File: config.mk
export PLATFORM = sky130hd
export DESIGN_NAME = dma_stream_engine_flat
export DESIGN_NICKNAME = d
export VERILOG_FILES = /design/src/rtl/dma_pkg.sv /design/src/rtl/dma_stream_engine_if.sv /design/src/rtl/dma_rd_fifo.sv /design/src/rtl/dma_stream_engine.sv /design/src/flat_wrapper.sv
export SDC_FILE = /design/constraint.sdc
export NUM_CORES = 1
export LEC_CHECK = 0
export ABC_AREA = 0
export CAP_MARGIN = 20
export CORE_UTILIZATION = 39
export DETAILED_ROUTE_END_ITERATION = 10
export GPL_ROUTABILITY_DRIVEN = 0
export PLACE_DENSITY_LB_ADDON = 0.12
export SYNTH_ARGS = -nofsm -noshare
export SYNTH_HDL_FRONTEND = slang
export SYNTH_SLANG_ARGS = --single-unit
File: constraint.sdc
create_clock -name clk -period 2.8 [get_ports clk]
set_input_delay 0.42 -clock clk [delete_from_list [all_inputs] [get_ports clk]]
set_output_delay 0.42 -clock clk [all_outputs]
set_load 0.005 [all_outputs]
File: src/rtl/dma_pkg.sv
// Shared types for the DMA stream engine: write/read sequencer states.
package dma_pkg;

    typedef enum logic [0:0] {
        WR_IDLE = 1'b0,
        WR_RUN  = 1'b1
    } wr_state_t;

    typedef enum logic [1:0] {
        RD_IDLE  = 2'd0,
        RD_ISSUE = 2'd1,
        RD_DRAIN = 2'd2
    } rd_state_t;

endpackage

File: src/rtl/dma_stream_engine_if.sv
// AXI-Stream bundle used for both the inbound (slave) and outbound (master) streams.
// Handshake: a beat transfers on a rising clk edge where tvalid && tready; the source
// holds tdata/tlast stable while tvalid && !tready, and tvalid never waits on tready.
interface dma_stream_engine_if #(
    parameter int DATA_WIDTH = 32
);
    logic [DATA_WIDTH-1:0] tdata;
    logic                  tvalid;
    logic                  tready;
    logic                  tlast;

    modport master (output tdata, output tvalid, output tlast, input tready);
    modport slave  (input tdata, input tvalid, input tlast, output tready);
endinterface

File: src/rtl/dma_rd_fifo.sv
// Read-return buffer: small synchronous FIFO with first-word-fall-through head and occupancy.
module dma_rd_fifo #(
    parameter int WIDTH = 33,
    parameter int DEPTH = 4
) (
    input  logic                     clk,
    input  logic                     rst_n,
    input  logic                     push_i,
    input  logic [WIDTH-1:0]         push_data_i,
    input  logic                     pop_i,
    output logic [WIDTH-1:0]         head_o,
    output logic                     empty_o,
    output logic [$clog2(DEPTH):0]   count_o
);
    localparam int AW = $clog2(DEPTH);

    logic [WIDTH-1:0] mem_q [DEPTH];
    logic [AW-1:0]    wr_ptr_q;
    logic [AW-1:0]    rd_ptr_q;
    logic [AW:0]      count_q;

    always_ff @(posedge clk or negedge rst_n) begin
        if (!rst_n) begin
            wr_ptr_q <= '0;
            rd_ptr_q <= '0;
            count_q  <= '0;
        end else begin
            if (push_i) wr_ptr_q <= wr_ptr_q + AW'(1);
            if (pop_i)  rd_ptr_q <= rd_ptr_q + AW'(1);
            case ({push_i, pop_i})
                2'b10:   count_q <= count_q + (AW+1)'(1);
                2'b01:   count_q <= count_q - (AW+1)'(1);
                default: count_q <= count_q;
            endcase
        end
    end

    // Storage carries no reset; occupancy alone decides what is visible.
    always_ff @(posedge clk) begin
        if (push_i) mem_q[wr_ptr_q] <= push_data_i;
    end

    assign head_o  = mem_q[rd_ptr_q];
    assign empty_o = (count_q == '0);
    assign count_o = count_q;

endmodule

File: src/rtl/dma_stream_engine.sv
// AXI-Stream <-> BRAM port-A sequencer: stream beats become BRAM writes, read jobs
// stream BRAM words back out. Write beats take priority over read issue on port A.
module dma_stream_engine
    import dma_pkg::*;
#(
    parameter int DATA_WIDTH = 32,
    parameter int PTR_WIDTH  = 16,
    parameter int RD_LATENCY = 2,
    parameter int FIFO_DEPTH = 4
) (
    input  logic                  clk,
    input  logic                  rst_n,
    input  logic                  wr_start,
    input  logic [PTR_WIDTH-1:0]  wr_len,
    input  logic                  rd_start,
    input  logic [PTR_WIDTH-1:0]  rd_len,
    dma_stream_engine_if.slave    s_axis,
    dma_stream_engine_if.master   m_axis,
    output logic                  dma_wr_en,
    output logic [DATA_WIDTH-1:0] dma_wr_data,
    output logic [PTR_WIDTH-1:0]  dma_write_pointer,
    output logic                  dma_rd_en,
    input  logic [DATA_WIDTH-1:0] dma_rd_data,
    output logic [PTR_WIDTH-1:0]  dma_read_pointer,
    output logic                  wr_busy,
    output logic                  rd_busy,
    output logic                  wr_done,
    output logic                  rd_done,
    output logic                  wr_err,
    output wr_state_t             dbg_wr_state,
    output rd_state_t             dbg_rd_state
);
    localparam int CW = $clog2(FIFO_DEPTH) + 1;

    // ---------------- write sequencer ----------------
    wr_state_t            wr_state_q;
    logic [PTR_WIDTH-1:0] wr_len_q;
    logic [PTR_WIDTH-1:0] wr_ptr_q;
    logic                 wr_done_q;
    logic                 wr_err_q;
    logic                 wr_beat;
    logic                 wr_final;

    assign s_axis.tready = (wr_state_q == WR_RUN);
    assign wr_beat       = s_axis.tvalid & s_axis.tready;
    assign wr_final      = (wr_ptr_q == wr_len_q - PTR_WIDTH'(1));

    always_ff @(posedge clk or negedge rst_n) begin
        if (!rst_n) begin
            wr_state_q <= WR_IDLE;
            wr_len_q   <= '0;
            wr_ptr_q   <= '0;
            wr_done_q  <= 1'b0;
            wr_err_q   <= 1'b0;
        end else begin
            wr_done_q <= 1'b0;
            case (wr_state_q)
                WR_IDLE: begin
                    if (wr_start) begin
                        wr_err_q <= 1'b0;
                        wr_ptr_q <= '0;
                        wr_len_q <= wr_len;
                        if (wr_len == '0) wr_done_q  <= 1'b1;
                        else              wr_state_q <= WR_RUN;
                    end
                end
                WR_RUN: begin
                    if (wr_beat) begin
                        wr_ptr_q <= wr_ptr_q + PTR_WIDTH'(1);
                        // A tlast before the final beat truncates the job and is flagged.
                        if (wr_final || s_axis.tlast) begin
                            wr_state_q <= WR_IDLE;
                            wr_done_q  <= 1'b1;
                            if (!wr_final) wr_err_q <= 1'b1;
                        end
                    end
                end
                default: wr_state_q <= WR_IDLE;
            endcase
        end
    end

    assign dma_wr_en         = wr_beat;
    assign dma_wr_data       = wr_beat ? s_axis.tdata : '0;
    assign dma_write_pointer = wr_ptr_q;
    assign wr_busy           = (wr_state_q == WR_RUN);
    assign wr_done           = wr_done_q;
    assign wr_err            = wr_err_q;
    assign dbg_wr_state      = wr_state_q;

    // ---------------- read sequencer ----------------
    rd_state_t             rd_state_q;
    logic [PTR_WIDTH-1:0]  rd_len_q;
    logic [PTR_WIDTH-1:0]  rd_ptr_q;
    logic                  rd_done_q;
    logic [RD_LATENCY-1:0] tag_vld_q;
    logic [RD_LATENCY-1:0] tag_last_q;
    logic [CW:0]           inflight;
    logic [CW:0]           occupancy;
    logic [CW-1:0]         fifo_count;
    logic                  fifo_empty;
    logic [DATA_WIDTH:0]   fifo_head;
    logic                  credit_ok;
    logic                  rd_issue;
    logic                  rd_final_issue;
    logic                  out_pop;

    always_comb begin
        inflight = '0;
        for (int i = 0; i < RD_LATENCY; i++) begin
            inflight = inflight + {{CW{1'b0}}, tag_vld_q[i]};
        end
    end

    // Reads in the BRAM pipe count against FIFO space so a return always has a slot.
    assign occupancy      = inflight + {1'b0, fifo_count};
    assign credit_ok      = (occupancy < (CW+1)'(FIFO_DEPTH));
    assign rd_issue       = (rd_state_q == RD_ISSUE) && credit_ok && !wr_beat;
    assign rd_final_issue = (rd_ptr_q == rd_len_q - PTR_WIDTH'(1));
    assign out_pop        = m_axis.tvalid & m_axis.tready;

    always_ff @(posedge clk or negedge rst_n) begin
        if (!rst_n) begin
            rd_state_q <= RD_IDLE;
            rd_len_q   <= '0;
            rd_ptr_q   <= '0;
            rd_done_q  <= 1'b0;
            tag_vld_q  <= '0;
            tag_last_q <= '0;
        end else begin
            rd_done_q     <= 1'b0;
            tag_vld_q     <= tag_vld_q << 1;
            tag_vld_q[0]  <= rd_issue;
            tag_last_q    <= tag_last_q << 1;
            tag_last_q[0] <= rd_issue && rd_final_issue;
            case (rd_state_q)
                RD_IDLE: begin
                    if (rd_start) begin
                        rd_ptr_q <= '0;
                        rd_len_q <= rd_len;
                        if (rd_len == '0) rd_done_q  <= 1'b1;
                        else              rd_state_q <= RD_ISSUE;
                    end
                end
                RD_ISSUE: begin
                    if (rd_issue) begin
                        rd_ptr_q <= rd_ptr_q + PTR_WIDTH'(1);
                        if (rd_final_issue) rd_state_q <= RD_DRAIN;
                    end
                end
                RD_DRAIN: begin
                    if (out_pop && m_axis.tlast) begin
                        rd_state_q <= RD_IDLE;
                        rd_done_q  <= 1'b1;
                    end
                end
                default: rd_state_q <= RD_IDLE;
            endcase
        end
    end

    dma_rd_fifo #(
        .WIDTH (DATA_WIDTH + 1),
        .DEPTH (FIFO_DEPTH)
    ) u_rd_fifo (
        .clk         (clk),
        .rst_n       (rst_n),
        .push_i      (tag_vld_q[RD_LATENCY-1]),
        .push_data_i ({tag_last_q[RD_LATENCY-1], dma_rd_data}),
        .pop_i       (out_pop),
        .head_o      (fifo_head),
        .empty_o     (fifo_empty),
        .count_o     (fifo_count)
    );

    assign m_axis.tvalid    = !fifo_empty;
    assign m_axis.tdata     = fifo_empty ? '0 : fifo_head[DATA_WIDTH-1:0];
    assign m_axis.tlast     = !fifo_empty && fifo_head[DATA_WIDTH];
    assign dma_rd_en        = rd_issue;
    assign dma_read_pointer = rd_ptr_q;
    assign rd_busy          = (rd_state_q != RD_IDLE);
    assign rd_done          = rd_done_q;
    assign dbg_rd_state     = rd_state_q;

endmodule

File: src/flat_wrapper.sv
// flat-port wrapper written by rule: the top's interface ports become plain ports
module dma_stream_engine_flat import dma_pkg::*;
#(
    parameter int DATA_WIDTH = 32,
    parameter int PTR_WIDTH  = 16,
    parameter int RD_LATENCY = 2,
    parameter int FIFO_DEPTH = 4
)
  (clk, rst_n, wr_start, wr_len, rd_start, rd_len, dma_wr_en, dma_wr_data, dma_write_pointer, dma_rd_en, dma_rd_data, dma_read_pointer, wr_busy, rd_busy, wr_done, rd_done, wr_err, dbg_wr_state, dbg_rd_state, s_axis_tdata, s_axis_tvalid, s_axis_tlast, s_axis_tready, m_axis_tdata, m_axis_tvalid, m_axis_tlast, m_axis_tready);
  dma_stream_engine_if #(.DATA_WIDTH(DATA_WIDTH)) s_axis_i ();
  dma_stream_engine_if #(.DATA_WIDTH(DATA_WIDTH)) m_axis_i ();
  input  logic clk;
  input  logic rst_n;
  input  logic wr_start;
  input  logic [PTR_WIDTH-1:0] wr_len;
  input  logic rd_start;
  input  logic [PTR_WIDTH-1:0] rd_len;
  output logic dma_wr_en;
  output logic [DATA_WIDTH-1:0] dma_wr_data;
  output logic [PTR_WIDTH-1:0] dma_write_pointer;
  output logic dma_rd_en;
  input  logic [DATA_WIDTH-1:0] dma_rd_data;
  output logic [PTR_WIDTH-1:0] dma_read_pointer;
  output logic wr_busy;
  output logic rd_busy;
  output logic wr_done;
  output logic rd_done;
  output logic wr_err;
  output wr_state_t dbg_wr_state;
  output rd_state_t dbg_rd_state;
  input wire logic [$bits(s_axis_i.tdata)-1:0] s_axis_tdata;
  input wire logic [$bits(s_axis_i.tvalid)-1:0] s_axis_tvalid;
  input wire logic [$bits(s_axis_i.tlast)-1:0] s_axis_tlast;
  output wire logic [$bits(s_axis_i.tready)-1:0] s_axis_tready;
  output wire logic [$bits(m_axis_i.tdata)-1:0] m_axis_tdata;
  output wire logic [$bits(m_axis_i.tvalid)-1:0] m_axis_tvalid;
  output wire logic [$bits(m_axis_i.tlast)-1:0] m_axis_tlast;
  input wire logic [$bits(m_axis_i.tready)-1:0] m_axis_tready;
  assign s_axis_i.tdata = s_axis_tdata;
  assign s_axis_i.tvalid = s_axis_tvalid;
  assign s_axis_i.tlast = s_axis_tlast;
  assign s_axis_tready = s_axis_i.tready;
  assign m_axis_tdata = m_axis_i.tdata;
  assign m_axis_tvalid = m_axis_i.tvalid;
  assign m_axis_tlast = m_axis_i.tlast;
  assign m_axis_i.tready = m_axis_tready;
  dma_stream_engine #(.DATA_WIDTH(DATA_WIDTH), .PTR_WIDTH(PTR_WIDTH), .RD_LATENCY(RD_LATENCY), .FIFO_DEPTH(FIFO_DEPTH)) u_core (.clk(clk), .rst_n(rst_n), .wr_start(wr_start), .wr_len(wr_len), .rd_start(rd_start), .rd_len(rd_len), .s_axis(s_axis_i), .m_axis(m_axis_i), .dma_wr_en(dma_wr_en), .dma_wr_data(dma_wr_data), .dma_write_pointer(dma_write_pointer), .dma_rd_en(dma_rd_en), .dma_rd_data(dma_rd_data), .dma_read_pointer(dma_read_pointer), .wr_busy(wr_busy), .rd_busy(rd_busy), .wr_done(wr_done), .rd_done(rd_done), .wr_err(wr_err), .dbg_wr_state(dbg_wr_state), .dbg_rd_state(dbg_rd_state));
endmodule
# Yosys cells after proc, flatten, opt, wreduce, memory -nomap -nowiden

Memories as Yosys holds them, arrays and structs flattened.
Index checks and enable logic that the tools add are counted.
W data, S select, Z words.

Memories kept: 1
Register bits: 81
Memory bits (writable): 132
Bits of input ports: 103
Output and inout bits: 109
Logic and storage cells: 101

Mux-type cells: 36
Order comparisons: 1
Equality and inequality tests: 15
Add/sub/neg operators: 10
Reduce and logical (&&, ||, !) cells: 21
Bitwise gates (word level): 3

Memory list:

| memory                 | words | bits a word | rd ports | clocked after Yosys merged registers in | wr ports | RTL line          | RTL |
|---|---|---|---|---|---|---|---|
| u_core.u_rd_fifo.mem_q | 4     | 33          | 1        | 0                                       | 1        | dma_rd_fifo.sv:17 | `logic [WIDTH-1:0] mem_q [DEPTH];` |

Operators by type and width:

| cell                    | number |
|---|---|
| $mux W16                | 4 |
| $mux W32                | 2 |
| $pmux W16 S2            | 2 |
| $add A16 B1 Y16 const B | 2 |
| $eq A16 B16 Y1          | 2 |
| $logic_not A16 Y1       | 2 |
| $sub A16 B1 Y16 const B | 2 |
| $mux W1                 | 17 |
| $ne A2 B2 Y1 const B    | 6 |
| $mux W2                 | 5 |
| $pmux W1 S2             | 4 |
| $ne A2 B1 Y1 const B    | 3 |
| $pmux W2 S3             | 1 |
| $pmux W3 S2             | 1 |
| $reduce_and A2 Y1       | 3 |
| $reduce_bool A2 Y1      | 3 |
| $logic_and A1 B1 Y1     | 5 |
| $reduce_and A5 Y1       | 1 |
| $add A2 B1 Y2 const B   | 2 |
| $add A4 B3 Y4           | 1 |
| $eq A2 B1 Y1 const B    | 2 |
| $eq A2 B2 Y1 const B    | 2 |
| $lt A4 B3 Y1 const B    | 1 |
| $reduce_and A4 Y1       | 1 |
| other kinds (10)        | 12 |

# Depth between registers and ports, before layout

Depth after elaboration: 7
Mapped depth: 10
Depth with buffers taken out: 8

# Cells and area by module

Synthesis repeated with hierarchy kept, for this count alone.

Cell total of the unflattened synthesis: 771
Area total of the unflattened synthesis: 10024.6 µm²

Modules (own cells, without submodules):

| module            | cells each | times used | seq. area each (µm²) | area an instance (µm²) |
|---|---|---|---|---|
| dma_rd_fifo       | 209        | 1          | 4139.0               | 5205.0 |
| dma_stream_engine | 562        | 1          | 1851.8               | 4819.6 |

# Least setup slack after synthesis

Ideal clock, no wire load.

Kind: register -> register
From: register u_core.wr_len_q[0]
To: register u_core.wr_state_q, in the netlist u_core.dbg_wr_state
Setup slack: 0.239 ns
Arrival: 2.435 ns
Library setup time: 0.126 ns
Buffers on the path: 0
Clock period less this slack: 2.561 ns
Required time: 2.674 ns
Stages on the path, launching flop included: 9
Cell sequence: dfrtp_1 inv_1 ha_1 or3b_4 o31a_1 a211o_1 a221oi_1 a41oi_2 a221o_1

Word-level cells in the longest chain between the ends: 6

Ends and longest elaborated chain:

| what                   | RTL line                | RTL |
|---|---|---|
| start, declared        | dma_stream_engine.sv:37 | `logic [PTR_WIDTH-1:0] wr_len_q;` |
| start signal, assigned | dma_stream_engine.sv:62 | `wr_len_q <= wr_len;` |
| $sub A16 B1 Y16        | dma_stream_engine.sv:46 | `assign wr_final = (wr_ptr_q == wr_len_q - PTR_WIDTH'(1));` |
| $eq A16 B16 Y1         | dma_stream_engine.sv:46 |  |
| $logic_or A1 B1 Y1     | dma_stream_engine.sv:71 | `if (wr_final \|\| s_axis.tlast) begin` |
| $mux W1                | dma_stream_engine.sv:71 |  |
| $mux W1                | dma_stream_engine.sv:68 | `if (wr_beat) begin` |
| $pmux W1 S2            | dma_stream_engine.sv:57 | `case (wr_state_q)` |
| end signal, assigned   | dma_stream_engine.sv:64 | `else wr_state_q <= WR_RUN;` |
| end signal, assigned   | dma_stream_engine.sv:72 | `wr_state_q <= WR_IDLE;` |
| end signal, assigned   | dma_stream_engine.sv:78 | `default: wr_state_q <= WR_IDLE;` |
| end, declared          | dma_stream_engine.sv:36 | `wr_state_t wr_state_q;` |

No other way between the ends.
A chain may end at the register's enable or synchronous reset.

# Final worst setup path

From: register u_core.u_rd_fifo.rd_ptr_q[0]
To: output port m_axis_tdata[4]

Word-level cells in the longest chain between the ends: 2

Ends and longest elaborated chain:

| what                   | RTL line                 | RTL |
|---|---|---|
| start, declared        | dma_rd_fifo.sv:19        | `logic [AW-1:0] rd_ptr_q;` |
| start signal, assigned | dma_rd_fifo.sv:29        | `if (pop_i) rd_ptr_q <= rd_ptr_q + AW'(1);` |
| $mem_v2 Z4 W33         | n/a                      |  |
| $mux W32               | dma_stream_engine.sv:177 | `assign m_axis.tdata = fifo_empty ? '0 : fifo_head[DATA_WIDTH-1:0];` |
| end, declared          | flat_wrapper.sv:35       | `output wire logic [$bits(m_axis_i.tdata)-1:0] m_axis_tdata;` |

No other way between the ends.

==> results.yml <==
worst_setup_path:
  cp_slowest_cell: "mux4_2"
  cp_top_family: "buffers and inverters"
  worst-endpoint-required_ps: 2380
  crit_fanout: 5
  critPathLaunchType: "register"
  cp-end-kind: "output port"
  cp_cell_sequence: "buf_12, buf_8, mux4_2, and2_1, clkdlybuf4s50_1"
  crit_arrival_ps: 2300
  crit_type: "register to output port"
  cpPeakStageDelay_ps: 480
  path_buf_inv: 3
yosys:
  synth.top_cell.area_share: 0.396
  ys_seq_elements: 213
  syn_inst: 776
  ys_seq_area_frac: 0.598
  synth_top_cell_by_area: "edfxtp_1"
  ys_types: 67
  synthTopCellsByArea: "edfxtp_1, dfrtp_1, mux4_2, nand2_1, and2_1"
  syn_avg_cell_area_um2: 12.9
  synth_edf_count: 132
  synthFlopType: "edfxtp_1"
  synthArstFlopShare: 0.380
  synth_fp_nets: 891
  yosys_warnings: 0
  syn_area_mm2: 0.0100
layout:
  syn2layout_area_growth_pct: 33.6
  n_antenna_cell: 0
  final_nets: 1119
  layout.cells.non_filler: 1349
  fin_util: 0.532
  drive_above_1_share: 0.130
  fill_cells: 2186
placed_design:
  dp_hpwl_mm: 16.7
  portBuffers: 211
  dp_slack_ps: 85.9
  placed_cells: 1305
drt:
  drtIter0Drc: 464
  num_vias: 6961
  wire_per_inst_um: 17.7
  ant_nets: 0
  wirelength_mm: 23.9
  remaining_drc_errors: 0
  routed_via_density: 5.16
  drtPass1Iterations: 4
power:
  switching_share: 0.301
  vdd_ir_drop_max_uv: 497
  power.share.sequential: 0.395
  powerDensity_mw_per_mm2: 836
  combPwrFrac: 0.367
  power.net_switching_mw: 3.37
  power_frac_clock: 0.237
  internal_power_mw: 7.82
  leakage_nw: 5.15
timing:
  fin_tns_setup_ps: 0
  fin_ws_ps: 82.0
  fin_skew_ps: 19.9
  timing.fmax_mhz: 368
  hold_viol_final: 0
  setup_viol: 0
  drv_slew: 0
  finalCriticalPeriod_ps: 2720
  tightest_slew_ps: 682
  rsz0062_at_grt: "yes"
  fin_crit_sh: 0.971
  slew_headroom: 0.545
floorplan:
  rows: 58
  core_area_mm2: 0.0252
  die_w_um: 162
  die_area_mm2: 0.0263
  die_height_um: 162
  io_pins: 212
  initial_utilization: 0.398
cts:
  numCtsBuffers: 23
  cts.clk_slew.worst_paths_ps: 60
  cts_buffer_depth: 3
  cts_sinks: 213
  htree_levels: 1
  cts_tree: "yes"
  ctsRootBufferMaster: "clkbuf_16"
  worstSkewPairLatency_ps: 500
global_route:
  grt_pass1_vias: 7163
  grtUsageTotal: 0.183
  grt_max_degree: 52
  antenna_found_initial: 0
  grt_first_pass_wirelength_mm: 38.0
  gr-total-overflow: 0
hold_path:
  hp-class: "register to register"
job:
  cap_viol_max_count: 0
status:
  status: "complete, no violations"
-- power groups by stage --
stage	Combinational (mW)	Clock (mW)	Sequential, mW
after floorplan	2.32	0	4.31
after global placement	4.06	0	4.46
after detailed placement	4.08	0	4.47
after CTS	4.11	2.73	4.42
after global routing	4.53	2.87	4.50
final	4.11	2.65	4.42
-- flip-flops by register name (all words and copies together) (netlist names) --
name                       flops
u_core.wr_done                 1
u_core.dma_write_pointer      16
u_core.dbg_wr_state            1
u_core.u_rd_fifo.rd_ptr_q      2
u_core.dma_read_pointer       16
u_core.u_rd_fifo.wr_ptr_q      2
u_core.rd_done                 1
u_core.tag_vld_q               2
u_core.wr_len_q               16
u_core.wr_err                  1
u_core.tag_last_q              2
u_core.dbg_rd_state            2
u_core.u_rd_fifo.count_o       3
u_core.rd_len_q               16
u_core.u_rd_fifo.mem_q       132
-- path summary, 6_finish.rpt --
check                                                   from                            to  slack (ps)  cells past startpoint
max in group asynchronous                              rst_n   u_core.dma_read_pointer[15]        1630                      3
worst min register to register          u_core.tag_last_q[0]          u_core.tag_last_q[1]         340                      0
worst max register to register            u_core.wr_len_q[0]           u_core.dbg_wr_state         190                      8
min in group asynchronous                              rst_n  u_core.dma_write_pointer[12]         510                      2
worst max-delay path            u_core.u_rd_fifo.rd_ptr_q[0]               m_axis_tdata[4]          80                      5
worst min-delay path                    u_core.tag_last_q[0]          u_core.tag_last_q[1]         340                      0
-- cell usage after synthesis, drive strengths merged (5+ instances only) --
library cell	instances
a211oi	6
a21oi	9
and2	41
and3	38
buf	9
clkbuf	34
dfrtp	81
edfxtp	132
ha	11
inv	17
mux2	14
mux2i	8
mux4	33
nand2	74
nand3	26
nand3b	5
nand4	16
nand4b	5
nor2	35
nor3	14
nor4	18
o21ai	24
or3	9
or4	6
xnor2	22
xor2	26
-- per-layer routing --
metal,track usage,up-vias,share of wire
li1,-,3358,-
met1,0.244,3363,0.45
met2,0.311,213,0.48
met3,0.0335,27,0.058
met4,0.0412,0,0.015
met5,0,-,0
-- cell families after synthesis --
family,share of synthesized area
flops,0.598
compound gates,0.0521
mux,0.0979
fa+ha+maj,0.0157
simple gates,0.170
xor+xnor,0.0420
buf+inv,0.0246
-- cell usage in the layout, fill, tap and decap left out, drive strengths merged, types with 31 or more instances in the layout --
cell | synthesis | layout
dfrtp | 81 | 81
mux4 | 33 | 33
clkbuf | 34 | 31
clkdlybuf4s50 | 0 | 198
and3 | 38 | 38
nand2 | 74 | 74
edfxtp | 132 | 132
nor2 | 35 | 35
and2 | 41 | 41
buf | 9 | 34
-- area by class of cell --
class                           instances  area, µm²  share of cell area
Inverter                               18       67.6             0.00505
Tap cell                              330        413              0.0308
Clock inverter                         10       45.0             0.00337
Multi-Input combinational cell        502       3800               0.284
Timing Repair Buffer                  246       2460               0.184
Clock buffer                           30        602              0.0450
Sequential cell                       213       5990               0.448
-- through the flow --
| stage | power (mW) | hold WS, ps | instance area (µm²) |
|---|---|---|---|
| final | 11.2 | 345 | 13400 |
| after global routing | 11.9 | 368 | 13400 |
| after CTS | 11.3 | 346 | 13300 |
| after detailed placement | 8.56 | 335 | 12600 |
| after global placement | 8.52 | 332 | 12600 |
| after floorplan | 6.63 | 124 | 10000 |
-- what timing repair did --
action,CTS,global route
gates cloned,0,2
setup buffers,0,1
hold endpoints to repair,37,0
hold buffers,1,0
resized for setup,3,15
setup endpoints to repair,2,27
(Power assumes the default switching activity.)
